--- src/rtl/instr_fetch.sv ---
// Instruction fetch stage: holds the PC, fetches over imem req/ack and presents words to the decoder.
// Optional macro HALT_DETECT_EN: a consumed word with opcode 4'hF stops fetching until a branch.
module instr_fetch #(
    parameter int ADDR_W = 8,
    parameter int DATA_W = 32
) (
    input  logic              clk,
    input  logic              rst_n,
    output logic              imem_req,
    output logic [ADDR_W-1:0] imem_addr,
    input  logic              imem_ack,
    input  logic [DATA_W-1:0] imem_rdata,
    output logic [DATA_W-1:0] instr,
    output logic [ADDR_W-1:0] instr_pc,
    output logic              instr_valid,
    input  logic              instr_ready,
    input  logic              branch_en,
    input  logic [ADDR_W-1:0] branch_target,
    output logic              halted
);

    // Handshakes: a memory transfer completes on a cycle with imem_req && imem_ack, and
    // imem_addr holds until then; a decoder transfer completes on instr_valid && instr_ready,
    // with instr/instr_pc/instr_valid stable until then. branch_en overrides both.
`ifdef HALT_DETECT_EN
    typedef enum logic [1:0] {IDLE, FETCH, HOLD, HALT} state_t;
`else
    typedef enum logic [1:0] {IDLE, FETCH, HOLD} state_t;
`endif

    state_t            state;
    logic [ADDR_W-1:0] pc;
    logic              discard;
    logic              halt_q;

    always_ff @(posedge clk or negedge rst_n) begin
        if (!rst_n) begin
            state       <= IDLE;
            pc          <= '0;
            discard     <= 1'b0;
            halt_q      <= 1'b0;
            imem_req    <= 1'b0;
            imem_addr   <= '0;
            instr       <= '0;
            instr_pc    <= '0;
            instr_valid <= 1'b0;
        end else begin
            case (state)
                IDLE: begin
                    imem_req <= 1'b1;
                    state    <= FETCH;
                    if (branch_en) begin
                        pc        <= branch_target;
                        imem_addr <= branch_target;
                    end else begin
                        imem_addr <= pc;
                    end
                end
                FETCH: begin
                    if (branch_en)
                        pc <= branch_target;
                    // A redirected request stays on the bus until its ack, then is reissued at the newest pc.
                    if (discard) begin
                        if (imem_ack) begin
                            discard   <= 1'b0;
                            imem_addr <= branch_en ? branch_target : pc;
                        end
                    end else if (branch_en) begin
                        if (imem_ack)
                            imem_addr <= branch_target;
                        else
                            discard <= 1'b1;
                    end else if (imem_ack) begin
                        instr       <= imem_rdata;
                        instr_pc    <= imem_addr;
                        instr_valid <= 1'b1;
                        pc          <= pc + 1'b1;
                        imem_req    <= 1'b0;
                        state       <= HOLD;
                    end
                end
                HOLD: begin
                    if (branch_en) begin
                        instr_valid <= 1'b0;
                        pc          <= branch_target;
                        imem_addr   <= branch_target;
                        imem_req    <= 1'b1;
                        state       <= FETCH;
                    end else if (instr_ready) begin
                        instr_valid <= 1'b0;
`ifdef HALT_DETECT_EN
                        if (instr[DATA_W-1 -: 4] == 4'hF) begin
                            halt_q <= 1'b1;
                            state  <= HALT;
                        end else begin
                            imem_req  <= 1'b1;
                            imem_addr <= pc;
                            state     <= FETCH;
                        end
`else
                        imem_req  <= 1'b1;
                        imem_addr <= pc;
                        state     <= FETCH;
`endif
                    end
                end
`ifdef HALT_DETECT_EN
                HALT: begin
                    if (branch_en) begin
                        halt_q    <= 1'b0;
                        pc        <= branch_target;
                        imem_addr <= branch_target;
                        imem_req  <= 1'b1;
                        state     <= FETCH;
                    end
                end
`endif
                default: state <= IDLE;
            endcase
        end
    end

`ifdef HALT_DETECT_EN
    assign halted = halt_q;
`else
    assign halted = 1'b0;
`endif

endmodule

--- config.mk ---
export PLATFORM = sky130hd
export DESIGN_NAME = instr_fetch
export DESIGN_NICKNAME = d
export VERILOG_FILES = /design/src/rtl/instr_fetch.sv
export SDC_FILE = /design/constraint.sdc
export NUM_CORES = 1
export LEC_CHECK = 0
export BUFFER_PORTS_ARGS = -buffer_cell sky130_fd_sc_hd__buf_4
export CORE_ASPECT_RATIO = 0.6
export CORE_UTILIZATION = 40
export CTS_CLUSTER_DIAMETER = 100
export DETAILED_ROUTE_END_ITERATION = 7
export PLACE_DENSITY = 0.65
export SLEW_MARGIN = 20
export SYNTH_ARGS = -nofsm -noshare
export SYNTH_HDL_FRONTEND = slang
export SYNTH_SLANG_ARGS = --single-unit
--- constraint.sdc ---
create_clock -name clk -period 1.9 [get_ports clk]
set_clock_uncertainty 0.05 [all_clocks]
set_input_delay 0.095 -clock clk [delete_from_list [all_inputs] [get_ports clk]]
set_output_delay 0.095 -clock clk [all_outputs]
set_load 0.03 [all_outputs]
* Word-level counts from Yosys, hierarchy flattened
Index checks and enable logic that the tools add are counted.
Operators by class: add/sub/neg operators 1, equal/unequal tests 9, multiplexer cells 33, bitwise operators 2, reductions and logical operators 10
Operators with widths (count):
- $mux W8 | 10
- $pmux W8 S3 | 1
- $pmux W8 S2 | 1
- $reduce_and A5 Y1 | 3
- $mux W1 | 13
- $ne A3 B3 Y1 const B | 4
- $mux W2 | 5
- $add A8 B1 Y8 const B | 1
- $reduce_and A4 Y1 | 2
- $ne A2 B2 Y1 const B | 3
- $pmux W2 S3 | 1
- $reduce_bool A2 Y1 | 2
- $pmux W1 S3 | 1
- $reduce_bool A3 Y1 | 1
- $eq A2 B1 Y1 const B | 1
- $eq A2 B2 Y1 const B | 1
- $logic_not A2 Y1 | 1
- $not A1 Y1 | 2
- $pmux W1 S2 | 1
- $reduce_or A2 Y1 | 1
Word-level totals: register bits after elaboration 61, input bits 45, output and inout bits 51, logic and storage cells 63

* Longest topological paths before layout
Gate-level depths: netlist (run 1).
word-level depth 5, gate-level depth with buffers 6, gate-level depth less buffers 5

* Worst setup path before layout (run 1)
OpenSTA, ideal clock, no wires.
kind reg2reg, start register discard, end register instr[0], setup time 0.125 ns, data arrival time 1.403 ns, data required time 1.725 ns, slack 0.322 ns, cell stages (with the launch flop) 5, buffers on the path 1, cells stage by stage dfrtp_1 nand3b_4 nor3_4 buf_6 mux2_2
On the way: longest elaborated chain between the ends 2
Ends and longest elaborated chain:
- start: declaration | RTL line 33 | logic discard;
- start signal: assignment | RTL line 40 | discard <= 1'b0;
- start signal: assignment | RTL line 65 | discard <= 1'b0;
- start signal: assignment | RTL line 72 | discard <= 1'b1;
- $not A1 Y1 (no line)
- $reduce_and A4 Y1 (no line)
- end signal: assignment | RTL line 74 | instr <= imem_rdata;
- end: declaration | RTL line 13 | output logic [DATA_W-1:0] instr,
No other way between the ends. A chain may end at the register's enable or synchronous reset.

* Worst setup path in the final report (run 1)
start register state[1], end register imem_addr[0]
On the way: longest elaborated chain between the ends 3
Ends and longest elaborated chain:
- start: declaration | RTL line 31 | state_t state;
- start signal: assignment | RTL line 38 | state <= IDLE;
- start signal: assignment | RTL line 51 | state <= FETCH;
- start signal: assignment | RTL line 79 | state <= HOLD;
- $eq A2 B1 Y1, or another cell as far along | RTL line 48 | case (state)
- $ne A3 B3 Y1 (no line) / $reduce_bool A3 Y1 (equally long branches)
- $reduce_and A5 Y1 (no line)
- end signal: assignment | RTL line 54 | imem_addr <= branch_target;
- end signal: assignment | RTL line 56 | imem_addr <= pc;
- end signal: assignment | RTL line 66 | imem_addr <= branch_en ? branch_target : pc;
- end: declaration | RTL line 10 | output logic [ADDR_W-1:0] imem_addr,
Several ways; a longest one is shown, not always the timed one.

==> flow_summary.json, run 1 <==
{
  "fin_area_mm2": 0.00418,
  "cp-end-kind": "flip-flop",
  "diodes": 0,
  "gp_congestion": 0.871,
  "ir_drop_uv": 1010,
  "die_area_mm2": 0.00713,
  "synth_edf_count": 0,
  "p_leak_nw": 1.90,
  "slew-limit-headroom": 0.474,
  "grt_pass1_wl_um": 10600,
  "post-cts-setup-buffer-count": 0,
  "synth_compound_area_frac": 0.0738,
  "min_period_ps": 1730,
  "wl_per_cell_um": 15.2,
  "drcViolationCount": 0,
  "vias": 2112,
  "dp.final_hpwl_um": 4250,
  "cp_data_required_time_ps": 2050,
  "synthArstFlopShare": 1.00,
  "synthMuxAreaShare": 0.236,
  "syn_inst": 201,
  "criticalPathCategory": "flip-flop to flip-flop",
  "p_int_mw": 4.68,
  "switchingPower_mw": 2.88,
  "pin_count": 96,
  "cp-start-kind": "flip-flop",
  "ys.flop_type": "dfrtp_1",
  "hold_depth": 3,
  "final_max_slew_viol_count": 0,
  "setup_viol": 0,
  "status": "completed",
  "yosysWarningCount": 0,
  "timing.final.crit_share": 0.911,
  "viasPerCell": 4.95,
  "die_x_um": 108,
  "crit_chain": "nor3b_4 -> nor2_2 -> buf_4 -> mux2_1 -> mux2_2",
  "cts_tree": "done",
  "pwr-share-clk": 0.236,
  "antenna_left": 0,
  "arrival_ps": 1880,
  "ff2ff_path_depth": 5,
  "numCtsBuffers": 9,
  "maxCapViolations": 0,
  "swShare": 0.381,
  "worstPathMaxFanout": 8,
  "start_util": 0.429,
  "die_y_um": 65.8,
  "combPwrFrac": 0.456,
  "yosysTopAreaCellShare": 0.562,
  "yosys.area_share.simple": 0.0844,
  "syn2layout_area_growth_pct": 54.2,
  "synth_top_family_by_area": "multiplexers",
  "rsz0062_at_grt": "false",
  "synth_fa_ha_area_frac": 0.00461,
  "grt_usage": 0.201,
  "cts_sinks": 61,
  "grt_pass1_vias": 2224,
  "cts_max_level": 3,
  "clockBufferDepth": 2,
  "antenna_found_initial": 0,
  "path_clk_slew_ps": 50,
  "place.port_buffers": 94,
  "syn_area_mm2": 0.00271,
  "ys_seq_elements": 61,
  "drt_iter0_markers": 93,
  "core-area_mm2": 0.00633,
  "synth.distinct_cells": 41,
  "syn_nets": 247,
  "synth_area_leaders": "dfrtp_1, mux2_2, buf_6",
  "clock.fmax_mhz": 578,
  "clk_latency_ps": 320,
  "synth-xor-area-share": 0,
  "tns_ps": 0,
  "clock-root-buffer": "clkbuf_16",
  "holdCritPathClass": "input port to flip-flop",
  "max_stage_delay_ps": 500,
  "drt-total-wl_um": 6470,
  "fin_nets": 384,
  "pwr-share-seq": 0.308,
  "drtPass1Iterations": 4,
  "yosysTopAreaCell": "dfrtp_1",
  "p_per_area_mw_per_mm2": 1810,
  "synth_seq_area_share": 0.562,
  "tightest_slew_ps": 789,
  "crit_path_top_delay_cell": "dfrtp_1",
  "dpl_cell_area_mm2": 0.00350,
  "finalHoldViolCount": 0,
  "overflow": 0,
  "rows": 22,
  "grt_max_degree": 62,
  "post_route_cells_drive_above_1_share": 0.507,
  "cts.repair.resized": 0,
  "postSynthAreaPerCell_um2": 13.5
}
[layout make-up]
type	instances	area [um2]
fillers	487	2150
flip-flops and latches	61	1530
repair buffers	135	1110
multi-input cells	126	1080
clock buffers	11	253
well taps	84	105
clock inverters	5	82.6
inverters	5	18.8
[logic make-up (layout without fill, tap and decap cells)]
kind of cell             Yosys count  count (layout)
other                              1               1
AO/OA/AOI/OAI                     31              31
AND/OR/NAND/NOR                   36              36
adder cells (fa/ha/maj)            1               1
multiplexers                      57              57
buffers and inverters             14             156
flip-flops                        61              61
[Yosys cell counts, types with 2 or more instances]
| cell | number |
|---|---|
| a21oi_1 | 10 |
| a22oi_1 | 2 |
| a31oi_1 | 2 |
| buf_6 | 6 |
| dfrtp_1 | 61 |
| inv_1 | 4 |
| mux2_1 | 3 |
| mux2_2 | 52 |
| mux2i_1 | 2 |
| nand2_1 | 10 |
| nand3_1 | 4 |
| nand3b_1 | 2 |
| nor2_1 | 3 |
| nor2b_1 | 2 |
| nor3_1 | 2 |
| o21ai_0 | 5 |
| o22ai_1 | 6 |
| or3_1 | 2 |
[flip-flops by register name, indices dropped and copies added (netlist names)]
name and count:
discard 1, imem_addr 8, imem_req 1, instr 32
instr_pc 8, instr_valid 1, pc 8, state 2
[placed cells by master (no fill, tap or decap), types with 2 or more instances in the layout]
cell           netlist  final
bufinv_16            0      2
clkbuf_8             0      2
a22oi_1              2      2
nand3b_1             2      2
dfrtp_1             61     61
buf_4                1     99
dlygate4sd3_1        0     35
nand3_1              4      4
nor3_1               2      2
o22ai_1              6      6
inv_1                4      4
mux2i_1              2      2
or3_1                2      2
nor2_1               3      3
o21ai_0              5      5
clkbuf_16            0      9
mux2_2              52     52
clkinvlp_4           0      3
mux2_1               3      3
a21oi_1             10     10
a31oi_1              2      2
nor2b_1              2      2
nand2_1             10     10
[stage by stage]
step	hold slack, ps	setup slack (ps)	utilization	power, mW	cells
after floorplan	-251	322	-	4.49	201
after global placement	176	230	0.553	5.69	376
after detailed placement	181	192	0.553	5.75	376
after CTS	4.31	181	0.661	7.62	427
after global routing	1.03	95.3	0.661	8.00	427
final	7.46	170	0.661	7.56	427
[worst paths after layout]
path                                  startpoint            to  slack (ps)
worst min register to register         instr[23]     instr[23]         430
worst max-delay path                    state[1]  imem_addr[0]         170
max in group asynchronous                  rst_n     instr[18]         920
worst min-delay path            branch_target[6]         pc[6]           7
min in group asynchronous                  rst_n   instr_pc[4]         340
worst max register to register          state[1]  imem_addr[0]         170
[timing repair]
item / CTS / global route
setup endpoints to repair: 0 / 0
hold buffers: 35 / 0
endpoints found under the hold margin: 95 / 0
[per-layer routing]
layer	wire length, um	part of all wire	track usage	up-vias
met4	45	0.0070	0.0557	0
met3	480	0.074	0.0719	4
met2	2890	0.45	0.311	85
met1	3060	0.47	0.266	1013
met5	0	0	0	-
li1	-	-	-	1010
[worst max-delay path, delay by kind of cell (launching register included)]
family                 cells  cell delay [ps]
flip-flops                 1              500
AND/OR/NAND/NOR            2              320
buffers and inverters      1              170
multiplexers               2              570
[power groups by stage]
stage                     logic, mW  registers [mW]  clock network [mW]
after CTS                      3.47            2.33                1.82
after global placement         3.37            2.31                   0
after detailed placement       3.41            2.34                   0
final                          3.44            2.33                1.79
after global routing           3.68            2.43                1.89
after floorplan                1.13            3.36                   0
(Power assumes the default switching activity.)
==> inputs of run 2 (changes only) <==
- GPL_TIMING_DRIVEN: default -> 0
==> run 2 against run 1 <==
Effect of this change:
- critical endpoint is now instr[30]
- critical path type unchanged
- sequential cell count unchanged
- clock power grew 3%
- worst setup slack lost 67 ps
- non-clock buffer count up 6
- via count grew 1.7%
- sequential share of layout area fell by 0.60 points
- global-route usage up 0.097 points
==> flow_summary.json, run 2 (synthesis results as in run 1) <==
{
  "status": "completed",
  "cp_data_required_time_ps": 2040,
  "top_usage_layer": "met2",
  "largest_reg_flops": 32,
  "p_total_mw": 7.66,
  "arrival_ps": 1940,
  "antenna_found_initial": 0,
  "antenna_left": 0,
  "largest_register": "instr",
  "drcViolationCount": 0,
  "finalHoldViolCount": 0,
  "clockBufferDepth": 2,
  "overflow": 0,
  "grt_use_met1": 0.284,
  "tightest_slew_ps": 769,
  "pin_count": 96,
  "fin_nets": 390,
  "tns_ps": 0,
  "die_area_mm2": 0.00713,
  "cp-start-kind": "flip-flop",
  "post_route_cells_drive_above_1_share": 0.504,
  "use_met2": 0.285,
  "place.port_buffers": 94,
  "fill_cells": 491,
  "vias": 2147,
  "worstPathMaxFanout": 10,
  "maxCapViolations": 0,
  "diodes": 0,
  "layout_common_cells": "buf_4, dfrtp_1, mux2_2, dlygate4sd3_1",
  "slew-limit-headroom": 0.487,
  "die_y_um": 65.8,
  "p_per_area_mw_per_mm2": 1800,
  "cts_sinks": 61,
  "numCtsBuffers": 9,
  "layout_commonest_cell": "buf_4",
  "min_period_ps": 1800,
  "ir_drop_uv": 1010,
  "setup_viol": 0,
  "dp.final_hpwl_um": 4280,
  "clock.fmax_mhz": 556,
  "cp-end-kind": "flip-flop",
  "wl_per_cell_um": 15.0,
  "timing.final.crit_share": 0.946,
  "final_max_slew_viol_count": 0,
  "grt_pass1_wl_um": 10600,
  "cts_tree": "done",
  "holdCritPathClass": "input port to flip-flop",
  "drt-total-wl_um": 6480,
  "numPlacedInstances": 379,
  "viasPerCell": 4.96,
  "drtPass1Iterations": 4,
  "start_util": 0.429,
  "clk_latency_ps": 310,
  "rows": 22,
  "drt_iter0_markers": 139,
  "clock-root-buffer": "clkbuf_16",
  "p_leak_nw": 1.95,
  "r2r_slack_ps": 100,
  "core-area_mm2": 0.00633,
  "final_cell_count_no_fill": 433,
  "met3_usage": 0.0808,
  "grt_pass1_vias": 2086,
  "utilization": 0.672,
  "cts_max_level": 3,
  "gp_congestion": 0.812,
  "grt_max_degree": 62,
  "grt_usage": 0.202,
  "die_x_um": 108,
  "holdWs_ps": 9.62,
  "rsz0062_at_grt": "false",
  "criticalPathCategory": "flip-flop to flip-flop",
  "syn2layout_area_growth_pct": 56.8,
  "path_clk_slew_ps": 50
}
[run 2: cell types whose count changed in the layout (fill, tap and decap cells not counted), sizes merged]
cell,previous run,this run
dlygate4sd3,35,36
buf,100,104
clkinvlp,3,0
clkinv,0,1
clkbuf,11,13
bufinv,2,3
[run 2: layout make-up]
| cell class | count | area [um2] | area share |
|---|---|---|---|
| sequential | 61 | 1530 | 0.359 |
| timing repair buffer | 132 | 1090 | 0.257 |
| inverter | 5 | 18.8 | 0.00441 |
| multi-input combinational | 126 | 1080 | 0.255 |
| clock buffer | 12 | 246 | 0.0579 |
| buffer | 9 | 83.8 | 0.0197 |
| clock inverter | 4 | 95.1 | 0.0224 |
| tap | 84 | 105 | 0.0247 |
[run 2: worst paths after layout]
kind | startpoint | end | depth (start not counted)
min in group asynchronous | rst_n | imem_addr[4] | 2
max | discard | instr[30] | 5
min | branch_target[7] | pc[7] | 3
max reg2reg | discard | instr[30] | 5
min reg2reg | instr[23] | instr[23] | 1
max in group asynchronous | rst_n | instr_pc[5] | 2
[run 2: where the power goes]
part | switching [mW] | internal (mW)
combinational | 1.91 | 1.57
sequential | 0.415 | 1.92
clock | 0.528 | 1.31
[run 2: per-layer routing]
layer	wire, um	vias to the layer above
met4	43	0
met3	582	5
met5	0	-
met1	3030	1032
met2	2820	90
li1	-	1020
[run 2: metrics by stage]
| step | cell area, um2 | setup WS [ps] |
|---|---|---|
| after floorplan | 2710 | 322 |
| after global placement | 3520 | 50.9 |
| after detailed placement | 3520 | 16.3 |
| after CTS | 4230 | 26.1 |
| after global routing | 4250 | 51.8 |
| final | 4250 | 102 |
[run 2: what timing repair did]
action | in CTS | in global routing
setup endpoints to repair | 0 | 38
endpoints found under the hold margin | 96 | 0
setup buffers | 0 | 2
hold buffers | 36 | 0
gates resized for setup | 0 | 0
[run 2: critical path, stage by stage (launching register included)]
cell      delay (ps)
dfrtp_1          460
nand3b_4         260
nor3_4           250
buf_12           150
buf_6            160
mux2_2           350
==> inputs of run 3 (changes only) <==
- BUFFER_PORTS_ARGS: -buffer_cell sky130_fd_sc_hd__buf_4 -> -buffer_cell sky130_fd_sc_hd__buf_2
==> run 3 against run 2 <==
Effect of this change:
- power fell by 8.0%
- via count fell by 1.2%
- sequential share of layout area rose by 2.7 points
- first-iteration DRC count fell by 35%
- critical path type unchanged
- critical endpoint unchanged
- largest power group unchanged
==> flow_summary.json, run 3 (synthesis results as in run 1) <==
{
  "cts_sinks": 61,
  "die_area_mm2": 0.00713,
  "ff2ff_path_depth": 5,
  "place.port_buffers": 94,
  "slew-limit-headroom": 0.502,
  "clockBufferDepth": 2,
  "layout_commonest_cell": "buf_2",
  "clock.fmax_mhz": 559,
  "criticalPathCategory": "flip-flop to flip-flop",
  "antenna_found_initial": 0,
  "rows": 22,
  "r2r_start": "discard",
  "p_leak_nw": 1.84,
  "cts_tree": "done",
  "drtPass1Iterations": 4,
  "cts_max_level": 3,
  "numCtsBuffers": 9,
  "rsz0062_at_grt": "false",
  "finalHoldViolCount": 0,
  "dp.final_hpwl_um": 4300,
  "cp_data_required_time_ps": 2040,
  "wl_per_cell_um": 14.9,
  "layout_common_cells": "buf_2, dfrtp_1, mux2_2, dlygate4sd3_1",
  "syn2layout_area_growth_pct": 45.7,
  "drt_iter0_markers": 91,
  "core-area_mm2": 0.00633,
  "viasPerCell": 4.93,
  "drt-total-wl_um": 6390,
  "r2r_slack_ps": 110,
  "setup_viol": 0,
  "hold_depth": 3,
  "cp-end-kind": "flip-flop",
  "drcViolationCount": 0,
  "grt_pass1_wl_um": 10400,
  "grt_max_degree": 62,
  "die_y_um": 65.8,
  "status": "completed",
  "clk_latency_ps": 310,
  "timing.rr.end": "instr[30]",
  "post_route_cells_drive_above_1_share": 0.503,
  "path_clk_slew_ps": 50,
  "fill_cells": 512,
  "grt_pass1_vias": 2088,
  "final_cell_count_no_fill": 430,
  "fin_nets": 388,
  "tightest_slew_ps": 747,
  "overflow": 0,
  "grt_usage": 0.195,
  "gp_congestion": 0.856,
  "cts.repair.resized": 0,
  "holdCritPathClass": "input port to flip-flop",
  "maxCapViolations": 0,
  "vias": 2121,
  "start_util": 0.429,
  "cp-start-kind": "flip-flop",
  "worstPathMaxFanout": 10,
  "min_from": "branch_target[6]",
  "final_max_slew_viol_count": 0,
  "p_per_area_mw_per_mm2": 1780,
  "arrival_ps": 1930,
  "timing.final.crit_share": 0.942,
  "numPlacedInstances": 379,
  "tns_ps": 0,
  "clock-root-buffer": "clkbuf_16",
  "min_period_ps": 1790,
  "largest_reg_flops": 32,
  "ir_drop_uv": 961,
  "largest_register": "instr",
  "antenna_left": 0,
  "min_to": "pc[6]",
  "pin_count": 96,
  "die_x_um": 108,
  "diodes": 0
}
run 3: cell count changes in the layout (fill, tap and decap cells not counted), sizes merged:
cell and delta:
dlygate4sd3 -2, bufinv -2, clkbuf +2, clkinv -1
run 3: through the flow:
stage	power [mW]	util	hold WS [ps]	worst slack, ps	area [um2]
finish	7.04	0.625	6.94	110	3950
global route	7.48	0.625	16.5	56.5	3950
CTS	7.08	0.620	0.541	17.3	3930
detailed placement	5.40	0.520	170	26.9	3290
global placement	5.32	0.520	261	48.3	3290
floorplan	4.49	-	-251	322	2710
run 3: report_power, final:
group          internal (mW)  switching (mW)
clock network           1.08           0.519
registers               1.92           0.381
logic                   1.24            1.91
run 3: area by class of cell:
cell class | count | area (um2) | share of cell area
multi-input cells | 126 | 1080 | 0.274
clock buffers | 14 | 264 | 0.0668
well taps | 84 | 105 | 0.0266
clock inverters | 1 | 30.0 | 0.00759
flip-flops and latches | 61 | 1530 | 0.386
plain buffers | 9 | 83.8 | 0.0212
inverters | 5 | 18.8 | 0.00475
repair buffers | 130 | 841 | 0.213
run 3: how the worst max path moves through the flow:
stage / from / end / slack, ps / cells after the start
floorplan: discard / instr[0] / 320 / 4
global placement: discard / instr[29] / 50 / 4
detailed placement: discard / instr[30] / 30 / 4
CTS: discard / instr[30] / 20 / 4
global route: state[0] / imem_addr[2] / 60 / 4
finish: discard / instr[30] / 110 / 5
run 3: what timing repair did:
action,CTS,global route
hold buffers,34,0
setup endpoints to repair,0,38
hold endpoints to repair,94,0
setup buffers,0,2
run 3: critical path, stage by stage (launching register included):
cell and delay, ps:
dfrtp_1 460, nand3b_4 260, nor3_4 230, buf_12 150
buf_6 160, mux2_2 350
run 3: metal layers:
layer | wire [um] | up-vias | track usage
met5 | 0 | - | 0
met4 | 51 | 0 | 0.0557
met3 | 590 | 5 | 0.0739
met2 | 2720 | 95 | 0.280
met1 | 3030 | 1005 | 0.273
li1 | - | 1016 | -
